===== src/rtl/cpu_ce_pkg.sv =====
// Shared types and helpers for the CPU/bus clock-enable generator.
package cpu_ce_pkg;

  // Widest period field the clamp helper accepts.
  localparam int unsigned MAX_DIV_W = 16;

  typedef enum logic [1:0] {
    RUN,
    DRAIN,
    QUIET
  } ce_state_t;

  // Periods of 0 or 1 cannot hold both phases; force a minimum of 2.
  function automatic logic [MAX_DIV_W-1:0] clamp_period(input logic [MAX_DIV_W-1:0] field);
    return (field < MAX_DIV_W'(2)) ? MAX_DIV_W'(2) : field;
  endfunction

endpackage


===== src/rtl/ce_divider.sv =====
// Phase counter with p/n enable pulses, reloadable period, hold and stall gating.
module ce_divider
  import cpu_ce_pkg::*;
#(
  parameter int unsigned DIV_W = 6
) (
  input  logic             clk_sys,
  input  logic             rst_n,
  input  logic [DIV_W-1:0] period,
  input  logic             load,
  input  logic             hold,
  input  logic             stall,
  output logic             ce_p,
  output logic             ce_n,
  output logic             wrap_c
);

  logic [DIV_W-1:0] ph;
  logic [DIV_W-1:0] cur_per;
  logic [DIV_W-1:0] per_in;
  logic [DIV_W-1:0] per_eff;
  logic [DIV_W-1:0] half;
  logic             loaded;
  logic             en;

  // Until the first reload the live period input stands in for cur_per.
  assign per_in  = DIV_W'(clamp_period(MAX_DIV_W'(period)));
  assign per_eff = loaded ? cur_per : per_in;
  assign half    = per_eff >> 1;
  assign wrap_c  = (ph == per_eff - DIV_W'(1));

  // Phase count, period reload at the T-state boundary, and pulse generation.
  always_ff @(posedge clk_sys or negedge rst_n) begin
    if (!rst_n) begin
      ph      <= '0;
      cur_per <= '0;
      loaded  <= 1'b0;
      en      <= 1'b0;
      ce_p    <= 1'b0;
      ce_n    <= 1'b0;
    end else if (hold) begin
      ph   <= '0;
      en   <= 1'b0;
      ce_p <= 1'b0;
      ce_n <= 1'b0;
      if (load) begin
        cur_per <= per_in;
        loaded  <= 1'b1;
      end
    end else begin
      ce_p <= (ph == '0) & ~stall;
      ce_n <= (ph == half) & en;
      if (ph == '0) en <= ~stall;
      if (wrap_c) begin
        ph      <= '0;
        cur_per <= per_in;
        loaded  <= 1'b1;
      end else begin
        ph <= ph + DIV_W'(1);
      end
    end
  end

endmodule


===== src/rtl/cpu_ce_gen.sv =====
// CPU T-state and bus enable generator with programmable speed modes and glitch-free switching.
module cpu_ce_gen
  import cpu_ce_pkg::*;
#(
  parameter int unsigned NUM_MODES = 4,
  parameter int unsigned DIV_W     = 6,
  parameter int unsigned GAP       = 32,
  parameter int unsigned BUS_DIV   = 16,
  parameter int unsigned MW        = (NUM_MODES > 1) ? $clog2(NUM_MODES) : 1
) (
  input  logic                       clk_sys,
  input  logic                       rst_n,
  input  logic [NUM_MODES*DIV_W-1:0] periods,
  input  logic [MW-1:0]              mode_sel,
  input  logic                       stall,
  output logic                       ce_p,
  output logic                       ce_n,
  output logic                       ce_bus_p,
  output logic                       ce_bus_n,
  output logic [MW-1:0]              mode_active,
  output logic                       switching
);

  localparam int unsigned GAP_W = (GAP > 1) ? $clog2(GAP) : 1;

  ce_state_t        state;
  ce_state_t        state_nxt;
  logic [GAP_W-1:0] gap;
  logic [GAP_W-1:0] gap_nxt;
  logic [MW-1:0]    mode_nxt;
  logic [MW-1:0]    per_mode_c;
  logic             sel_valid_c;
  logic             hold_c;
  logic             load_c;
  logic             cpu_wrap_c;
  logic             bus_wrap_unused;
  logic [DIV_W-1:0] cpu_period_c;

  // Select the period field of mode idx; out-of-range indices read zero.
  function automatic logic [DIV_W-1:0] field_of(input logic [NUM_MODES*DIV_W-1:0] flds,
                                                input logic [MW-1:0]              idx);
    field_of = '0;
    for (int unsigned k = 0; k < NUM_MODES; k++) begin
      if (idx == MW'(k)) field_of = flds[k*DIV_W +: DIV_W];
    end
  endfunction

  assign sel_valid_c  = (32'(mode_sel) < NUM_MODES);
  // At QUIET exit the divider loads the incoming mode's period; otherwise the active one.
  assign per_mode_c   = ((state == QUIET) && sel_valid_c) ? mode_sel : mode_active;
  assign cpu_period_c = field_of(periods, per_mode_c);

  // Mode-switch sequencing: finish the T-state in flight, stay silent for GAP cycles, then adopt mode_sel.
  always_comb begin
    state_nxt = state;
    gap_nxt   = gap;
    mode_nxt  = mode_active;
    hold_c    = 1'b0;
    load_c    = 1'b0;
    unique case (state)
      RUN: begin
        if (sel_valid_c && (mode_sel != mode_active)) state_nxt = DRAIN;
      end
      DRAIN: begin
        if (cpu_wrap_c) begin
          state_nxt = QUIET;
          gap_nxt   = GAP_W'(GAP - 1);
        end
      end
      QUIET: begin
        hold_c = 1'b1;
        if (gap == '0) begin
          state_nxt = RUN;
          load_c    = 1'b1;
          if (sel_valid_c) mode_nxt = mode_sel;
        end else begin
          gap_nxt = gap - GAP_W'(1);
        end
      end
      default: state_nxt = RUN;
    endcase
  end

  // FSM state, gap counter and registered status outputs.
  always_ff @(posedge clk_sys or negedge rst_n) begin
    if (!rst_n) begin
      state       <= RUN;
      gap         <= '0;
      mode_active <= '0;
      switching   <= 1'b0;
    end else begin
      state       <= state_nxt;
      gap         <= gap_nxt;
      mode_active <= mode_nxt;
      switching   <= (state_nxt != RUN);
    end
  end

  ce_divider #(
    .DIV_W(DIV_W)
  ) u_cpu_div (
    .clk_sys(clk_sys),
    .rst_n  (rst_n),
    .period (cpu_period_c),
    .load   (load_c),
    .hold   (hold_c),
    .stall  (stall),
    .ce_p   (ce_p),
    .ce_n   (ce_n),
    .wrap_c (cpu_wrap_c)
  );

  ce_divider #(
    .DIV_W(DIV_W)
  ) u_bus_div (
    .clk_sys(clk_sys),
    .rst_n  (rst_n),
    .period (DIV_W'(BUS_DIV)),
    .load   (1'b0),
    .hold   (1'b0),
    .stall  (1'b0),
    .ce_p   (ce_bus_p),
    .ce_n   (ce_bus_n),
    .wrap_c (bus_wrap_unused)
  );

endmodule

===== config.mk =====
export PLATFORM = sky130hd
export DESIGN_NAME = cpu_ce_gen
export DESIGN_NICKNAME = d
export VERILOG_FILES = /design/src/rtl/cpu_ce_pkg.sv /design/src/rtl/ce_divider.sv /design/src/rtl/cpu_ce_gen.sv
export SDC_FILE = /design/constraint.sdc
export NUM_CORES = 1
export LEC_CHECK = 0
export ABC_AREA = 1
export CORE_MARGIN = 2
export CORE_UTILIZATION = 30
export CTS_CLUSTER_SIZE = 10
export DETAILED_ROUTE_END_ITERATION = 8
export DONT_BUFFER_PORTS = 1
export PLACE_DENSITY = 0.53
export RECOVER_POWER = 100
export SLEW_MARGIN = 40
export SYNTH_ARGS = -nofsm -noshare
export SYNTH_HDL_FRONTEND = slang
export SYNTH_SLANG_ARGS = --single-unit

===== constraint.sdc =====
create_clock -name clk_sys -period 3.55 [get_ports clk_sys]
set_input_delay 1.065 -clock clk_sys [delete_from_list [all_inputs] [get_ports clk_sys]]
set_output_delay 1.065 -clock clk_sys [all_outputs]
set_load 0.01 [all_outputs]

Yosys cells after proc, flatten, opt, wreduce, memory -nomap -nowiden
Cells that the tools add are included.
- reduce and logical (&&, ||, !) cells: 12
- add/subtract/negate cells: 4
- equality and inequality tests: 13
- bitwise gates (word level): 4
- magnitude comparators: 1
- muxes and demuxes: 30
- operators with widths (cell ; number):
    2-to-1 mux 6 bit ; 12
    adder 6 x 1 -> 6 bit, second input constant ; 2
    == test 6 x 4 -> 1 bit, second input constant ; 2
    zero test 6 bit ; 2
    2-to-1 mux 1 bit ; 10
    2-to-1 mux 5 bit ; 2
    one-hot mux 5 bit (2 select lines) ; 1
    2-to-1 mux 2 bit ; 4
    nonzero test 2 bit ; 4
    == test 2 bit, second input constant ; 3
    == test 6 x 5 -> 1 bit ; 1
    == test 6 bit ; 1
    < comparator 6 x 2 -> 1 bit, second input constant ; 1
    one-hot mux 2 bit (3 select lines) ; 1
    subtractor 6 x 1 -> 6 bit, second input constant ; 1
    zero test 5 bit ; 1
    subtractor 5 x 1 -> 5 bit, second input constant ; 1
    == test 2 x 1 -> 1 bit, second input constant ; 2
    zero test 2 bit ; 2
    inequality test 2 bit, second input constant ; 2
    AND reduction 2 bit ; 2
    AND 1 bit ; 3
    AND reduction 3 bit ; 1
    inequality test 2 x 1 -> 1 bit, second input constant ; 1
    other kinds (2) ; 2
- input port bits: 29
- bits in registers: 35

Longest topological paths before layout
Gate-level depths: netlist of run 1.
- depth after elaboration: 15
- gate-level depth with buffers: 27
- mapped depth without buffers: 26

By module
Synthesis of run 1 repeated with hierarchy kept, for this count alone.
- cell total of the unflattened synthesis: 427
- area, all modules: 3070.4 µm²
- by module, submodules not included (module ; area an instance (µm²) ; instances ; cells an instance):
    ce_divider at u_cpu_div ; 1196.1 ; 1 ; 163
    ce_divider at u_bus_div ; 1133.6 ; 1 ; 156
    cpu_ce_gen ; 740.7 ; 1 ; 108

Worst setup path after synthesis of run 1
Ideal clock, no wire load.
- path type: input to register
- start: input port mode_sel[0]
- end: register u_cpu_div.cur_per[3]
- setup time: 0.066 ns
- setup slack: 0.293 ns
- stages: 23
- arrival time: 3.191 ns
- cell sequence: inv_1 nand3_1 nand2_4 nor2_4 nor2_1 nand2_1 nand2_1 nor2_1 nand3_1 nand2_1 nand2_1 nand2_2 ha_1 xor2_1 nand3_1 nor2_2 nand2_1 a21oi_4 nand2_2 nand2_2 buf_6 nand3_1 nand2_1
- word-level cells in the longest chain between the ends: 13
- RTL lines (element ; line ; RTL):
    start: declaration ; cpu_ce_gen.sv:14 ; input logic [MW-1:0] mode_sel,
    2-to-1 mux 2 bit * ; cpu_ce_gen.sv:50 ; assign per_mode_c = ((state == QUIET) && sel_valid_c) ? mode_sel : mode_active;
    zero test 2 bit ; cpu_ce_gen.sv:44 ; if (idx == MW'(k)) field_of = flds[k*DIV_W +: DIV_W];
    2-to-1 mux 6 bit (3 in a row) ; cpu_ce_gen.sv:44 ;
    2-to-1 mux 6 bit * ; cpu_ce_gen.sv:44 ;
    < comparator 6 x 2 -> 1 bit ; cpu_ce_pkg.sv:15 ; return (field < MAX_DIV_W'(2)) ? MAX_DIV_W'(2) : field;
    2-to-1 mux 6 bit * ; cpu_ce_pkg.sv:15 ;
    2-to-1 mux 6 bit ; ce_divider.sv:28 ; assign per_eff = loaded ? cur_per : per_in;
    subtractor 6 x 1 -> 6 bit ; ce_divider.sv:30 ; assign wrap_c = (ph == per_eff - DIV_W'(1));
    == test 6 bit ; ce_divider.sv:30 ;
    nonzero test 2 bit (no source line) ; - ;
    AND reduction 2 bit (no source line) ; - ;
    end signal: assignment ; ce_divider.sv:47 ; cur_per <= per_in;
    end signal: assignment ; ce_divider.sv:56 ; cur_per <= per_in;
    end: declaration ; ce_divider.sv:19 ; logic [DIV_W-1:0] cur_per;
Every way passes the cells marked *; elsewhere a longest branch is shown, timed or not. The select of a mux whose other input is x is not followed.
A chain may end at the register's enable or synchronous reset.

Worst setup path in the final report of run 1
- start: input port mode_sel[1]
- end: register switching
- word-level cells in the longest chain between the ends: 14
- RTL lines (element ; line ; RTL):
    2-to-1 mux 2 bit ; cpu_ce_gen.sv:50 ;
    zero test 2 bit ; cpu_ce_gen.sv:44 ;
    2-to-1 mux 6 bit (4 in a row) ; cpu_ce_gen.sv:44 ;
    < comparator 6 x 2 -> 1 bit ; cpu_ce_pkg.sv:15 ;
    2-to-1 mux 6 bit ; cpu_ce_pkg.sv:15 ;
    2-to-1 mux 6 bit ; ce_divider.sv:28 ;
    subtractor 6 x 1 -> 6 bit ; ce_divider.sv:30 ;
    == test 6 bit ; ce_divider.sv:30 ;
    2-to-1 mux 2 bit ; cpu_ce_gen.sv:65 ; if (cpu_wrap_c) begin
    one-hot mux 2 bit (3 select lines) * ; cpu_ce_gen.sv:60 ; unique case (state)
    nonzero test 2 bit * ; cpu_ce_gen.sv:95 ; switching <= (state_nxt != RUN);
    end signal: assignment ; cpu_ce_gen.sv:95 ;
    end: declaration ; cpu_ce_gen.sv:21 ; output logic switching
Every way passes the cells marked *; elsewhere a longest branch is shown, timed or not.

==> impl_results.md, run 1 <==
- Share of layout cells above drive strength 1: 20.7%
- Bufs on Longest Clock Path: 2
- Synthesized instance count: 312
- Post-layout power: 2.25 mW
- Initial core utilization: 30.7%
- Final setup violation count: 0
- Chip Width: 92.7 µm
- Async SR Flop Fraction: 100%
- Worst slew pin tran: 0.509 ns
- Core Region: 0.00769 mm²
- Number of design-rule violations left by the first detailed-router iteration: 88
- Worst r2r src: state[0]$_DFF_PN0_
- Chip height: 92.7 µm
- Type of destination of the critical path: flip-flop
- Die outline area: 0.00860 mm²
- Remaining Overflow, GRT: 0
- Detailed Routing Iterations Pass 1: 5
- TritonCTS clock tree: built
- Number of nets with antenna violations after routing: 0
- Clock insertion delay at the later pin of the skew report: 0.29 ns
- CP dominant cell by count: nand2_1
- Ant. Diodes: 0
- Number of buffer and inverter stages on the critical path: 3
- Worst Hold Class: in2async
- Dpl cell area: 0.00248 mm²
- Post-Layout Inst Area: 0.00269 mm²
- Total of warnings raised by yosys: 0
- Nets: 359
- Post-detail-place hpwl: 3860 µm
- Synthesized area per cell: 7.57 µm²
- R2r worst-path depth: 23
- Final core utilization: 35.0%
- Clk sinks: 35
- Weighted congestion reported at the end of routability-driven placement: 0.836
- Maximum fanout encountered on the critical timing path: 10
- Maximum number of pins on one net before global-route repair: 36
- Area share of the largest cell type after synthesis: 37.1%
- Worst R2R End: switching$_DFF_PN0_
- Post-synth EDFFs: 0
- Result of the run: completed
- Clock input transition at the sequential cells of the worst setup and hold paths: 0.07 ns
- Cell-internal power: 1.22 mW
- Worst relative slew slack: 65.6%
- Multi-input gate area: 0.00137 mm²
- Synth Register Bits: 35
- Leading cell types by total area after synthesis: dfrtp_1, nand2_1, nand3_1, inv_1, nor2_1
- Portion of the clock cycle consumed by the worst path in the final layout: 90.3%
- Worst Clk Skew: 0.00754 ns
- Total CTS buffers: 5
- Via-per-instance ratio: 4.69
- CTS root buffer: clkbuf_8
- Maximum ir drop on the vdd rail: 311 µV
- Most frequent cells after synthesis: nand2_1, nand3_1, dfrtp_1
- Area growth from synthesis to layout: 13.9%
- Total vias in the final route: 1998
- Power Dens Cells: 835 mW/mm²
- Critical Path Source Type: input pin
- Worst setup slack for register-to-register paths: 0.42 ns
- Critical path's largest stage delay: 0.23 ns
- Netlist area before placement: 0.00236 mm²
- Register cell area after layout: 877 µm²
- Flip-flop cell with the highest count after synthesis: dfrtp_1
- Number of fill cells: 814
- Reg power frac: 29.8%
- Count of standard-cell rows: 32
- Critical path data arrival time: 3.34 ns
- Post-synth top area cell: dfrtp_1
- Count of hold-fix buffers inserted at cts: 0
- Net switching share of the total power: 45.6%
- Sw power: 1.02 mW
- Top delay family on crit path: simple AND/OR/NAND/NOR gates
- CTS HTree Levels: 2
- Number of port buffers: 0
- Power share of the clock group: 16.5%
- Overall Global Routing Usage: 13.1%
- Portion of total power attributed to combinational logic: 53.7%
- Routed WL: 5120 µm
- Final critical-path required period: 3.21 ns
- Number of distinct library cell variants in the gate-level netlist after synthesis: 39
- WS Path Type: in2reg
- CP Cell Sequence: inv_1 -> nand2_2 -> nand2_4 -> nor2_4 -> buf_4 -> nand2_1 -> nand2_1 -> nor2_1 -> nand3_1 -> nand2_1 -> nand2_1 -> nand2_2 -> ha_1 -> nand2_2 -> nor2_2 -> nand2_1 -> clkinv_1 -> nor2_1 -> nor2_2 -> nand2_1 -> a21oi_4 -> nand2_4 -> nand2_1 -> nand4_1
- Leakage power summed over all cells: 1.29 nW
- Highest clock rate: 0.312 GHz
- Nets in the synthesized netlist: 348
- Slew Limit Fails: 0
- Sequential element share of the synthesized area: 37.1%
- Hold violation count in the final report: 0
- Number of top-level design ports: 36
- Antenna violations before repair: 0
- Number of DRC violations after detailed routing: 0
- Number of global-route vias before repair: 1936
- Cell with the most instances after synthesis: nand2_1
- Max-cap viol count: 0
- First-pass GRT wire length: 9120 µm
- Required time worst endpoint: 3.69 ns
- Avg WL per Cell: 12.0 µm
- Crit path max-delay cell type: a21oi_4
metrics by stage:
step | worst slack [ns] | std cells | TNS, ns | hold slack, ns
2_1_floorplan | 0.293 | 312 | 0 | 0.427
4_1_cts | 0.266 | 420 | 0 | 0.454
5_1_grt | -0.00601 | 426 | -0.0166 | 0.442
6_report | 0.345 | 426 | 0 | 0.456
3_3_place_gp | 0.0190 | 412 | 0 | 0.445
3_5_place_dp | -0.0180 | 412 | -0.0180 | 0.445
worst reg2reg max path: cells and delay by family, from the launching register on:
family,cells,cell delay (ns)
buffers and inverters,2,0.18
flip-flops,1,0.42
adder cells (fa/ha/maj),1,0.17
AND/OR/NAND/NOR,19,1.98
AO/OA/AOI/OAI,1,0.23
power groups by stage:
stage                     combinational, mW  clock (mW)  sequential [mW]
after floorplan                       0.945           0            0.622
after global placement                 1.12           0            0.675
after detailed placement               1.13           0            0.674
after CTS                              1.14       0.383            0.667
after global routing                   1.39       0.400            0.691
final                                  1.21       0.371            0.670
layout make-up:
| class | instances | share of cell area, % |
|---|---|---|
| timing repair buffer | 8 | 2.23 |
| tap | 102 | 4.75 |
| inverter | 36 | 5.03 |
| clock buffer | 6 | 3.07 |
| clock inverter | 2 | 1.30 |
| multi-input combinational | 237 | 51.0 |
| sequential | 35 | 32.6 |
worst max path at each step:
stage | from | end | slack [ns] | cells past startpoint
finish | mode_sel[1] | switching$_DFF_PN0_ | 0.34 | 24
global route | mode_sel[0] | switching$_DFF_PN0_ | -0.006 | 22
CTS | mode_sel[0] | u_cpu_div.cur_per[1]$_DFFE_PN0P_ | 0.27 | 25
detailed placement | mode_sel[0] | u_cpu_div.cur_per[1]$_DFFE_PN0P_ | -0.02 | 25
global placement | mode_sel[1] | u_cpu_div.cur_per[1]$_DFFE_PN0P_ | 0.02 | 20
floorplan | mode_sel[0] | u_cpu_div.cur_per[3]$_DFFE_PN0P_ | 0.29 | 23
cells by family (layout without fill, tap and decap cells):
kind of cell               after synthesis  count (layout)  synth area share, %
AOI/OAI and AO/OA                       27              27                 7.95
xor gates and xnor gates                 8               8                 2.97
adders and majority gates                7               7                 3.71
buffers and inverters                   42              52                 7.15
DFF                                     35              35                 37.1
and+or+nand+nor                        193             195                 41.1
placed cells by master (no fill, tap or decap), types with 2 or more instances in the layout:
cell	n
xor2_1	6
o22ai_1	3
inv_1	33
buf_4	7
o21bai_1	2
o21ai_2	3
nand4_1	3
nand3b_1	3
nor3_1	4
ha_1	7
inv_2	2
clkbuf_8	6
nor2_2	4
nand3_2	3
a21oi_1	4
nand2_2	14
dfrtp_1	34
nor2_4	2
nand2_1	67
xnor2_1	2
nand4_2	2
nand3_4	2
o21ai_0	8
nor2_1	27
or2_2	5
nand3_1	47
nand2_4	8
flip-flops by register name (all words and copies together), names as in the netlist:
signal	cells
u_cpu_div.ph	6
state	2
u_bus_div.ph	6
u_bus_div.en	1
u_cpu_div.en	1
u_bus_div.ce_n	1
switching	1
u_cpu_div.ce_n	1
u_bus_div.ce_p	1
u_cpu_div.ce_p	1
mode_active	2
u_cpu_div.cur_per	6
u_cpu_div.loaded	1
gap	5
per-layer routing:
metal | track usage [%] | part of all wire, % | vias up
met4 | 4.04 | 1.6 | 0
met3 | 2.52 | 2.1 | 7
met5 | 0 | 0 | -
met2 | 23.0 | 50 | 29
li1 | - | - | 1041
met1 | 16.3 | 46 | 921
repair_timing:
item	4_1_cts	5_1_grt
setup endpoints to repair	0	15
gates resized for setup	0	9
buffers inserted	0	4
No activity file was read; power rests on OpenSTA's default activity.
==> run 2: changes to the inputs <==
--- a/config.mk
+++ b/config.mk
@@ -6,13 +6,14 @@
 export NUM_CORES = 1
 export LEC_CHECK = 0
 export ABC_AREA = 1
-export CORE_MARGIN = 2
+export CORE_MARGIN = 4
 export CORE_UTILIZATION = 30
 export CTS_CLUSTER_SIZE = 10
 export DETAILED_ROUTE_END_ITERATION = 8
 export DONT_BUFFER_PORTS = 1
 export PLACE_DENSITY = 0.53
 export RECOVER_POWER = 100
+export SETUP_SLACK_MARGIN = 0.4
 export SLEW_MARGIN = 40
 export SYNTH_ARGS = -nofsm -noshare
 export SYNTH_HDL_FRONTEND = slang
==> constraint.sdc (replaced) <==
create_clock -name clk_sys -period 3.6 [get_ports clk_sys]
set_input_delay 1.08 -clock clk_sys [delete_from_list [all_inputs] [get_ports clk_sys]]
set_output_delay 1.08 -clock clk_sys [all_outputs]
set_load 0.01 [all_outputs]
==> run 2 against run 1 <==
Against the previous run:
- clock power down 26%
- routed wire length up 11%
- worst setup slack better by 0.060 ns
- global-route usage down 2.1 points
- register-to-register slack worse by 0.02 ns
- die area up 8.8%
- hold slack better by 0.012 ns
==> impl_results.md, run 2 (synthesis results as in run 1) <==
- Registers with the highest flip-flop counts: u_bus_div.ph x6, u_cpu_div.cur_per x6, u_cpu_div.ph x6
- Number of nets with antenna violations after routing: 0 (unchanged)
- Result of the run: completed
- Worst setup slack for register-to-register paths: 0.40 ns (-0.02 ns)
- Overall Global Routing Usage: 11.1% (-2.1 points)
- Core Region: 0.00769 mm² (unchanged)
- Antenna violations before repair: 0 (unchanged)
- Worst Clk Skew: 0.00697 ns (-0.000572 ns)
- Worst relative slew slack: 63.0% (-2.6 points)
- Number of global-route vias before repair: 1879 (-2.9%)
- CP Cell Sequence: nand3_4 -> nand2_4 -> nor2_4 -> nand2_1 -> nand4_1 -> nor2_2 -> nand3_2 -> nand2_2 -> nand2_2 -> nand2_4 -> ha_4 -> inv_2 -> nand2_2 -> nand2_1 -> nand2_1 -> nand3_2 -> nor2_1 -> nand2_2 -> a21oi_4 -> nand2_4 -> nand2_2 -> nand4_1
- Final critical-path required period: 3.20 ns
- Routed WL: 5670 µm (+11%)
- Leakage power summed over all cells: 1.33 nW (+2.8%)
- Hold violation count in the final report: 0 (unchanged)
- Setup Slack @ Placement: -0.0330 ns (-0.0150 ns)
- Crit path max-delay cell type: a21oi_4
- TritonCTS clock tree: built
- Count of hold-fix buffers inserted at cts: 0 (unchanged)
- Number of buffer and inverter stages on the critical path: 1 (-2)
- Slew Limit Fails: 0 (unchanged)
- Number of design-rule violations left by the first detailed-router iteration: 115 (+31%)
- Type of destination of the critical path: flip-flop
- Final setup violation count: 0 (unchanged)
- Critical Path Source Type: input pin
- RSZ-0062 raised after global routing: true
- Worst slew pin tran: 0.554 ns (+0.0444 ns)
- Total vias in the final route: 2067 (+3.5%)
- Maximum number of pins on one net before global-route repair: 36 (unchanged)
- Share of layout cells above drive strength 1: 32.2% (+12 points)
- Post-placement cell count: 409 (-0.73%)
- First-pass GRT wire length: 8700 µm (-4.6%)
- Total CTS buffers: 5 (unchanged)
- Maximum fanout encountered on the critical timing path: 5 (-5)
- Via-per-instance ratio: 4.80 (+2.3%)
- CTS HTree Levels: 2 (unchanged)
- Clock insertion delay at the later pin of the skew report: 0.29 ns (about the same)
- Worst Hold Class: reg2reg
- Weighted congestion reported at the end of routability-driven placement: 0.847 (+1.3%)
- Area growth from synthesis to layout: 25.5%
- Detailed Routing Iterations Pass 1: 4 (-1)
- Max-cap viol count: 0 (unchanged)
- Avg WL per Cell: 13.2 µm (+9.4%)
- Die outline area: 0.00935 mm² (+8.8%)
- Number of top-level design ports: 36 (unchanged)
- Clk sinks: 35 (unchanged)
- Maximum ir drop on the vdd rail: 251 µV (-19%)
- Count of standard-cell rows: 32 (unchanged)
- Post-detail-place hpwl: 3980 µm (+3.2%)
- WS Path Type: in2reg
- Portion of the clock cycle consumed by the worst path in the final layout: 88.8%
- Required time worst endpoint: 3.72 ns (+0.03 ns)
- Ant. Diodes: 0 (unchanged)
- Chip height: 96.7 µm (+4.3%)
- Final Worst Setup Slack: 0.405 ns (+0.0605 ns)
- Remaining Overflow, GRT: 0 (unchanged)
- Nets: 364 (+1.4%)
- Clock input transition at the sequential cells of the worst setup and hold paths: 0.07 ns (about the same)
- Power Dens Cells: 819 mW/mm² (-2.0%)
- Critical path's largest stage delay: 0.22 ns (about the same)
- Top delay family on crit path: simple AND/OR/NAND/NOR gates
- Bufs on Longest Clock Path: 2 (unchanged)
- Most common cell after layout, fill and taps aside: nand2_1
- Non-filler instance count after layout: 431 (+1.2%)
- Multi-input gate area: 0.00164 mm² (+19%)
- Highest clock rate: 0.313 GHz
- CTS root buffer: clkbuf_8
- Register cell area after layout: 877 µm² (unchanged)
- Most frequent cells in the layout: nand2_1, nand3_1, dfrtp_1, inv_1, nor2_1
- Chip Width: 96.7 µm (+4.3%)
- Number of fill cells: 788 (-3.2%)
- Number of DRC violations after detailed routing: 0 (unchanged)
- Critical path data arrival time: 3.32 ns (-0.02 ns)
- CP dominant cell by count: nand2_2
- Number of port buffers: 0 (unchanged)
- Initial core utilization: 30.7% (unchanged)
[run 2: path summary, 6_finish.rpt]
kind                                      startpoint                        to  depth (start not counted)
min                        u_bus_div.ph[3]$_DFF_PN0_  u_bus_div.ce_p$_DFF_PN0_                          1
max in group asynchronous                      rst_n        state[0]$_DFF_PN0_                          0
min reg2reg                u_bus_div.ph[3]$_DFF_PN0_  u_bus_div.ce_p$_DFF_PN0_                          1
max                                      mode_sel[1]       switching$_DFF_PN0_                         22
min in group asynchronous                      rst_n  u_bus_div.ce_n$_DFF_PN0_                          0
max reg2reg                       state[1]$_DFF_PN0_       switching$_DFF_PN0_                         23
[run 2: final cells by class]
cell class | instances | share of cell area (%)
clock buffer | 5 | 2.32
clock inverter | 3 | 0.507
inverter | 36 | 5.24
multi-input combinational | 239 | 55.2
sequential | 35 | 29.6
tap | 102 | 4.31
timing repair buffer | 11 | 2.79
[run 2: what timing repair did]
action | in CTS | in global routing
setup buffers | 1 | 9
endpoints found under the setup margin | 16 | 21
gates resized for setup | 1 | 60
gates cloned | 0 | 4
pin swaps | 0 | 30
[run 2: where the power goes]
| group | leakage, nW | switching (mW) | internal, mW |
|---|---|---|---|
| Clock | 0.0477 | 0.141 | 0.132 |
| Sequential | 0.423 | 0.144 | 0.522 |
| Combinational | 0.857 | 0.894 | 0.592 |
[run 2: routing by layer]
layer / up-vias / global-route usage [%] / share of wire [%]
met5: - / 0 / 0
met4: 0 / 3.24 / 1.7
met3: 10 / 2.09 / 2.8
met2: 32 / 19.2 / 51
met1: 968 / 13.9 / 45
li1: 1057 / - / -
[run 2: per-stage QoR]
stage	setup TNS [ns]	cell area, µm²	total power [mW]	utilization [%]	hold slack (ns)
5_1_grt	0	2960	2.65	38.5	0.461
4_1_cts	0	2610	2.10	34.0	0.472
3_3_place_gp	0	2520	1.78	32.7	0.445
3_5_place_dp	-0.0692	2520	1.79	32.7	0.462
2_1_floorplan	0	2420	1.57	-	0.427
6_report	0	2960	2.43	38.5	0.468
==> RTL edit 1: new RTL, settings of run 2 <==
`NUM_MODES`: 4 -> 2.
--- a/src/rtl/cpu_ce_gen.sv
+++ b/src/rtl/cpu_ce_gen.sv
@@ -2,7 +2,7 @@
 module cpu_ce_gen
   import cpu_ce_pkg::*;
 #(
-  parameter int unsigned NUM_MODES = 4,
+  parameter int unsigned NUM_MODES = 2,
   parameter int unsigned DIV_W     = 6,
   parameter int unsigned GAP       = 32,
   parameter int unsigned BUS_DIV   = 16,
Interface: changed (resized mode_active, mode_sel and periods); port bits go from 36 to 22. The function was not compared with the original's and may differ.
==> RTL edit 1 against run 2 <==
- cell area is 21% lower
- area after synthesis is 13% lower
- worst setup slack better by 21 ps
- final cell count is 19% lower
- first-iteration DRC count is 68% lower
- utilization shrank 2.7 points
- routed wire length down 22%
- sequential cell count down 1
- critical endpoint is now gap[0]
Power is not compared: it rests on default switching activity, and its combinational part moved more than twofold at a synthesized area within 25%.
==> RTL edit 1: results (changes against run 2) <==
Outcome
  • Status: completed (unchanged)

Global route
  • GR Util All Layers: 11.2% (was 11.1%)
  • First-pass GRT wire length: 7600 µm (was 8700 µm)
  • Initial antenna violation count: 0 (unchanged)
  • Vias in the first global route: 1,659 (was 1,879)
  • Met3 GRT Util: 2.33% (was 2.09%)
  • Met2 Use GR: 19.1% (was 19.2%)
  • Grt met1 use: 14.1% (was 13.9%)
  • Pin count of the biggest net entering global routing: 35 (was 36)

Logic synthesis
  • Post-synth EDFFs: 0 (unchanged)
  • Synth warn: 0 (unchanged)
  • Mapped Nets: 286 (was 348)
  • Avg Synthesized Cell Area: 7.81 µm² (was 7.57 µm²)
  • Commonest cells post-synth: 64 x nand2_1, 44 x nand3_1, 34 x dfrtp_1, 30 x inv_1, 22 x nor2_1 (was 68 x nand2_1, 49 x nand3_1, 35 x dfrtp_1, 33 x inv_1, 27 x nor2_1)
  • Seq/Total Area, Yosys: 41.3% (was 37.1%)
  • Synth area leaders: dfrtp_1 41%, nand2_1 12%, nand3_1 11% (was dfrtp_1 37%, nand2_1 11%, nand3_1 10%)
  • Count of cell types in the netlist: 30 (was 39)
  • Synth Flop Type: dfrtp_1 (unchanged)

Setup path
  • R2r setup slk: 530 ps (was 400 ps)
  • R2r startpoint: state[0] (was state[1])
  • Critical R2R Capture: gap[0] (was switching)
  • Reg2reg path depth: 22 (was 23)
  • Worst-path fanout max: 7 (was 5)

Routing
  • Via density: 4.79 (was 4.80)
  • Wire length per cell: 12.6 µm (was 13.2 µm)
  • DRC: 0 (unchanged)
  • Total wire length: 4410 µm (was 5670 µm)
  • Pre-antenna DRT Iters: 4 (unchanged)
  • 1st-iter DRT viols: 37 (was 115)

Cells and area
  • Ratio of cells with drive above 1 in the final layout: 17.9% (was 32.2%)
  • Largest regs: u_bus_div.ph (6), u_cpu_div.cur_per (6), u_cpu_div.ph (6) (unchanged)
  • ANT cells: 0 (unchanged)

Place
  • Post-DP Area: 2140 µm² (was 2520 µm²)
  • Placed Cells: 338 (was 409)
  • RD Place Congestion: 0.829 (was 0.847)
  • DP HPWL: 3210 µm (was 3980 µm)
  • IO Port Bufs: 0 (unchanged)

Clock tree
  • Root buffer cell: clkbuf_8 (unchanged)
  • Deepest clock path buffer count: 2 (unchanged)
  • H-tree depth: 2 (unchanged)
  • TritonCTS Buffers: 5 (unchanged)
  • Clock slew at reported path FFs: 80 ps

Worst hold path
  • Hold Path Class: reg -> reg (unchanged)
  • Hold Crit Start: u_bus_div.en (was u_bus_div.ph[3])
  • Worst Hold Depth: 1 (unchanged)
  • Hold Crit Endpoint: u_bus_div.en (was u_bus_div.ce_p)

Power
  • Worst VDD drop: 0.0976 mV
  • Leak: 1.17 nW

STA
  • Final Skew: 7.49 ps (was 6.97 ps)
  • Relative slew slack: 67.0% (was 63.0%)
-- RTL edit 1: what timing repair did --
action                                 4_1_cts  5_1_grt
setup endpoints to repair                    0       21
buffers inserted                             0        4
gates resized for setup                      0       16
hold buffers                                 0        0
endpoints found under the hold margin        0        0
-- RTL edit 1: report_power, final --
group | switching [mW] | leakage (nW) | internal (mW) | total (mW)
clock | 0.148 | 0.0472 | 0.154 | 0.302
combinational | 0.00772 | 0.709 | 0.00476 | 0.0125
sequential | 0.000141 | 0.413 | 0.382 | 0.382
total | 0.156 | 1.17 | 0.541 | 0.697
-- RTL edit 1: worst max path at each step --
stage	startpoint	to	slack [ps]	cells after the start
3_5_place_dp	mode_sel	u_cpu_div.cur_per[5]	150	19
4_1_cts	mode_sel	u_cpu_div.cur_per[2]	430	19
2_1_floorplan	mode_sel	u_cpu_div.cur_per[0]	480	20
3_3_place_gp	mode_sel	u_cpu_div.cur_per[3]	170	22
6_report	mode_sel	gap[0]	430	20
5_1_grt	mode_sel	gap[1]	200	20
-- RTL edit 1: logic make-up after synthesis --
kind of cell               after synthesis  share of synthesized area, %
and+or+nand+nor                        164                          38.2
AOI/OAI and AO/OA                       15                          5.58
xor gates and xnor gates                11                          4.67
adders and majority gates                6                          3.64
DFF                                     34                          41.3
buffers and inverters                   34                          6.61
-- RTL edit 1: cell type report --
cell class,count,area (µm²)
inverters,31,116
multi-input cells,196,1130
fillers,683,4170
well taps,77,96.3
clock inverters,2,12.5
repair buffers,4,42.5
flip-flops and latches,34,851
clock buffers,6,82.6
-- RTL edit 1: critical path: stages --
cell and delay (ps):
nand3_4 90, nand2_1 160, nand2_2 100, nand2_1 80, nor2_2 120, nand3_2 100, nand2_1 80, nand2_1 50
nand2_1 140, ha_2 300, xor2_1 150, nand2_1 70, inv_1 50, nand3_1 70, nor2_1 170, nand2_4 110
o21bai_4 200, buf_4 150, nand3_1 60, nand2_1 70
-- RTL edit 1: metal layers --
metal | vias to the layer above | share of wire (%)
met2 | 12 | 52
li1 | 864 | -
met5 | - | 0
met4 | 0 | 0.32
met1 | 800 | 46
met3 | 2 | 2.3
-- RTL edit 1: through the flow --
step	power [mW]	hold WS [ps]	util [%]	setup slack [ps]
2_1_floorplan	0.398	440	-	479
3_3_place_gp	0.400	457	32.9	173
3_5_place_dp	0.400	457	32.9	148
4_1_cts	0.710	468	34.4	425
5_1_grt	0.733	454	35.9	198
6_report	0.697	473	35.9	426
==> RTL edit 2: new RTL, flow settings as in run 2 <==
Without the edit above. Reset style: synchronous (`rst_n`), changed in 2 clocked blocks.
--- a/src/rtl/ce_divider.sv
+++ b/src/rtl/ce_divider.sv
@@ -30,7 +30,7 @@
   assign wrap_c  = (ph == per_eff - DIV_W'(1));
 
   // Phase count, period reload at the T-state boundary, and pulse generation.
-  always_ff @(posedge clk_sys or negedge rst_n) begin
+  always_ff @(posedge clk_sys) begin
     if (!rst_n) begin
       ph      <= '0;
       cur_per <= '0;
--- a/src/rtl/cpu_ce_gen.sv
+++ b/src/rtl/cpu_ce_gen.sv
@@ -82,7 +82,7 @@
   end
 
   // FSM state, gap counter and registered status outputs.
-  always_ff @(posedge clk_sys or negedge rst_n) begin
+  always_ff @(posedge clk_sys) begin
     if (!rst_n) begin
       state       <= RUN;
       gap         <= '0;
Behaviour: differs if rst_n is asserted again (counterexample within 4 cycles, from zero or initial values and one cycle with rst_n low); with rst_n held inactive, the same outputs for 10 cycles.
==> RTL edit 2 against run 2 <==
- routed wire length is 8.6% lower
- area after synthesis decreased by 6.3%
- worst hold slack worse by 21 ps
- sequential cell count unchanged
- utilization decreased by 1.2 points
- non-clock buffer count up 11
- total power is 9.9% lower
- cell area decreased by 9.2%
- worst setup slack lost 92 ps
- global-route usage is 1.2 points higher
- register-to-register slack better by 60 ps
- largest cell class unchanged
==> RTL edit 2: results (changes against run 2) <==
Setup path
  • Critical R2R Capture: gap[2] (was switching)
  • Reg2reg path depth: 24 (was 23)
  • R2r startpoint: state[1] (unchanged)
  • Worst-path fanout max: 5 (unchanged)
  • Worst EP arrival: 3440 ps (was 3320 ps)
  • R2r setup slk: 460 ps (was 400 ps)

Global route
  • Pin count of the biggest net entering global routing: 16 (was 36)
  • GR Util All Layers: 12.3% (was 11.1%)
  • First-pass GRT wire length: 8780 µm (was 8700 µm)
  • Vias in the first global route: 1,989 (was 1,879)
  • Initial antenna violation count: 0 (unchanged)

Power
  • Worst VDD drop: 0.209 mV (was 0.251 mV)
  • Leak: 1.08 nW (was 1.33 nW)

Cells and area
  • Ratio of cells with drive above 1 in the final layout: 26.5% (was 32.2%)
  • ANT cells: 0 (unchanged)
  • Fin nets: 371 (was 364)
  • Final cell count without fillers: 435 (was 431)
  • Number of fill cells: 774 (was 788)
  • Multi-input gate area: 1470 µm² (was 1640 µm²)

Logic synthesis
  • Seq/Total Area, Yosys: 31.7% (was 37.1%)
  • Count of cell types in the netlist: 40 (was 39)
  • Synth warn: 0 (unchanged)
  • Synth Flop Type: dfxtp_1 (was dfrtp_1)
  • Commonest cells post-synth: 60 x nand2_1, 35 x dfxtp_1, 34 x nand3_1, 32 x inv_1, 28 x nor2_1 (was 68 x nand2_1, 49 x nand3_1, 35 x dfrtp_1, 33 x inv_1, 27 x nor2_1)
  • Post-synthesis async set-or-reset flop share: 0% (was 100%)
  • Mapped Nets: 346 (was 348)
  • Synth area leaders: dfxtp_1 32%, nand2_1 10%, nand3_1 7.7% (was dfrtp_1 37%, nand2_1 11%, nand3_1 10%)
  • Avg Synthesized Cell Area: 7.14 µm² (was 7.57 µm²)

STA
  • Final Skew: 6.65 ps (was 6.97 ps)
  • Final Hold Vio Count: 0 (unchanged)
  • Worst setup margin: 313 ps (was 405 ps)
  • Worst hold slack: 447 ps (was 468 ps)
  • Relative slew slack: 46.7% (was 63.0%)
  • TNS Setup: 0 ps (unchanged)

Worst hold path
  • Hold Crit Endpoint: u_bus_div.ph[0] (was u_bus_div.ce_p)
  • Hold Crit Start: u_bus_div.ph[0] (was u_bus_div.ph[3])
  • Worst Hold Depth: 1 (unchanged)
  • Hold Path Class: reg -> reg (unchanged)

Clock tree
  • Deepest clock path buffer count: 2 (unchanged)
  • Clock Latency Late Sink: 280 ps
  • Root buffer cell: clkbuf_8 (unchanged)
  • Clock slew at reported path FFs: 70 ps (about the same)
  • H-tree depth: 2 (unchanged)
  • TritonCTS Buffers: 5 (unchanged)

Place
  • Placed Cells: 413 (was 409)
  • Setup WS pre-CTS: 28.4 ps (was -33.0 ps)
  • IO Port Bufs: 0 (unchanged)
  • Post-DP Area: 2430 µm² (was 2520 µm²)
  • DP HPWL: 3960 µm (was 3980 µm)
  • RD Place Congestion: 0.859 (was 0.847)

Routing
  • Pre-antenna DRT Iters: 4 (unchanged)
  • Total wire length: 5180 µm (was 5670 µm)
  • Via density: 4.73 (was 4.80)
  • 1st-iter DRT viols: 76 (was 115)

Outcome
  • Status: completed (unchanged)
## RTL edit 2: power breakdown
group	switching, mW	internal, mW
sequential	0.0941	0.476
combinational	0.784	0.559
clock	0.141	0.132
total	1.02	1.17
## RTL edit 2: routing by layer
layer / global-route usage, % / routed length, µm / part of all wire [%]
met1: 15.1 / 2360 / 46
met2: 20.6 / 2500 / 48
met3: 2.88 / 214 / 4.1
met4: 5.05 / 110 / 2.1
met5: 0 / 0 / 0
## RTL edit 2: worst max-delay path by stage
| stage | startpoint | end | cells past startpoint |
|---|---|---|---|
| CTS | mode_sel[0] | gap[2] | 26 |
| floorplan | mode_sel[0] | u_cpu_div.cur_per[2] | 22 |
| global placement | mode_sel[1] | u_cpu_div.cur_per[2] | 23 |
| detailed placement | mode_sel[1] | u_cpu_div.cur_per[2] | 23 |
| finish | mode_sel[0] | gap[2] | 24 |
| global route | mode_sel[0] | u_cpu_div.cur_per[3] | 26 |
## RTL edit 2: kinds of logic after synthesis
group | count (synthesis) | share of synthesized area, %
compound gates | 45 | 11.8
xor+xnor | 8 | 3.17
fa+ha+maj | 7 | 3.96
buf+inv | 39 | 7.41
flops | 35 | 31.7
simple gates | 176 | 42.0
## RTL edit 2: layout make-up
class / count / share of cell area (%)
Multi-Input combinational cell: 237 / 54.8
Sequential cell: 35 / 26.1
Timing Repair Buffer: 22 / 6.14
Inverter: 34 / 5.30
Tap cell: 99 / 4.60
Clock buffer: 5 / 2.56
Clock inverter: 3 / 0.558
## RTL edit 2: repair_timing
item	CTS	global route
setup endpoints to repair	12	21
gates cloned	1	0
resized for setup	7	18
setup buffers	8	5
pin swaps	8	18
## RTL edit 2: critical path, cell delays in order
cell and delay [ps]:
clkinv_8 20, nand3_4 50, nand2_4 100, nand2_2 60
or2_0 210, nand2_2 100, nand2_4 60, nor2_4 120
nand3_2 70, nand2_1 100, nand2_2 70, nand2_4 100
ha_4 160, nand3_4 90, nor2_2 110, nand2_1 60
nand3_1 80, nand3_1 80, nor2_1 180, nand4_4 150
nand2_4 150, nand2_8 80, nand2_2 100, a21oi_2 40
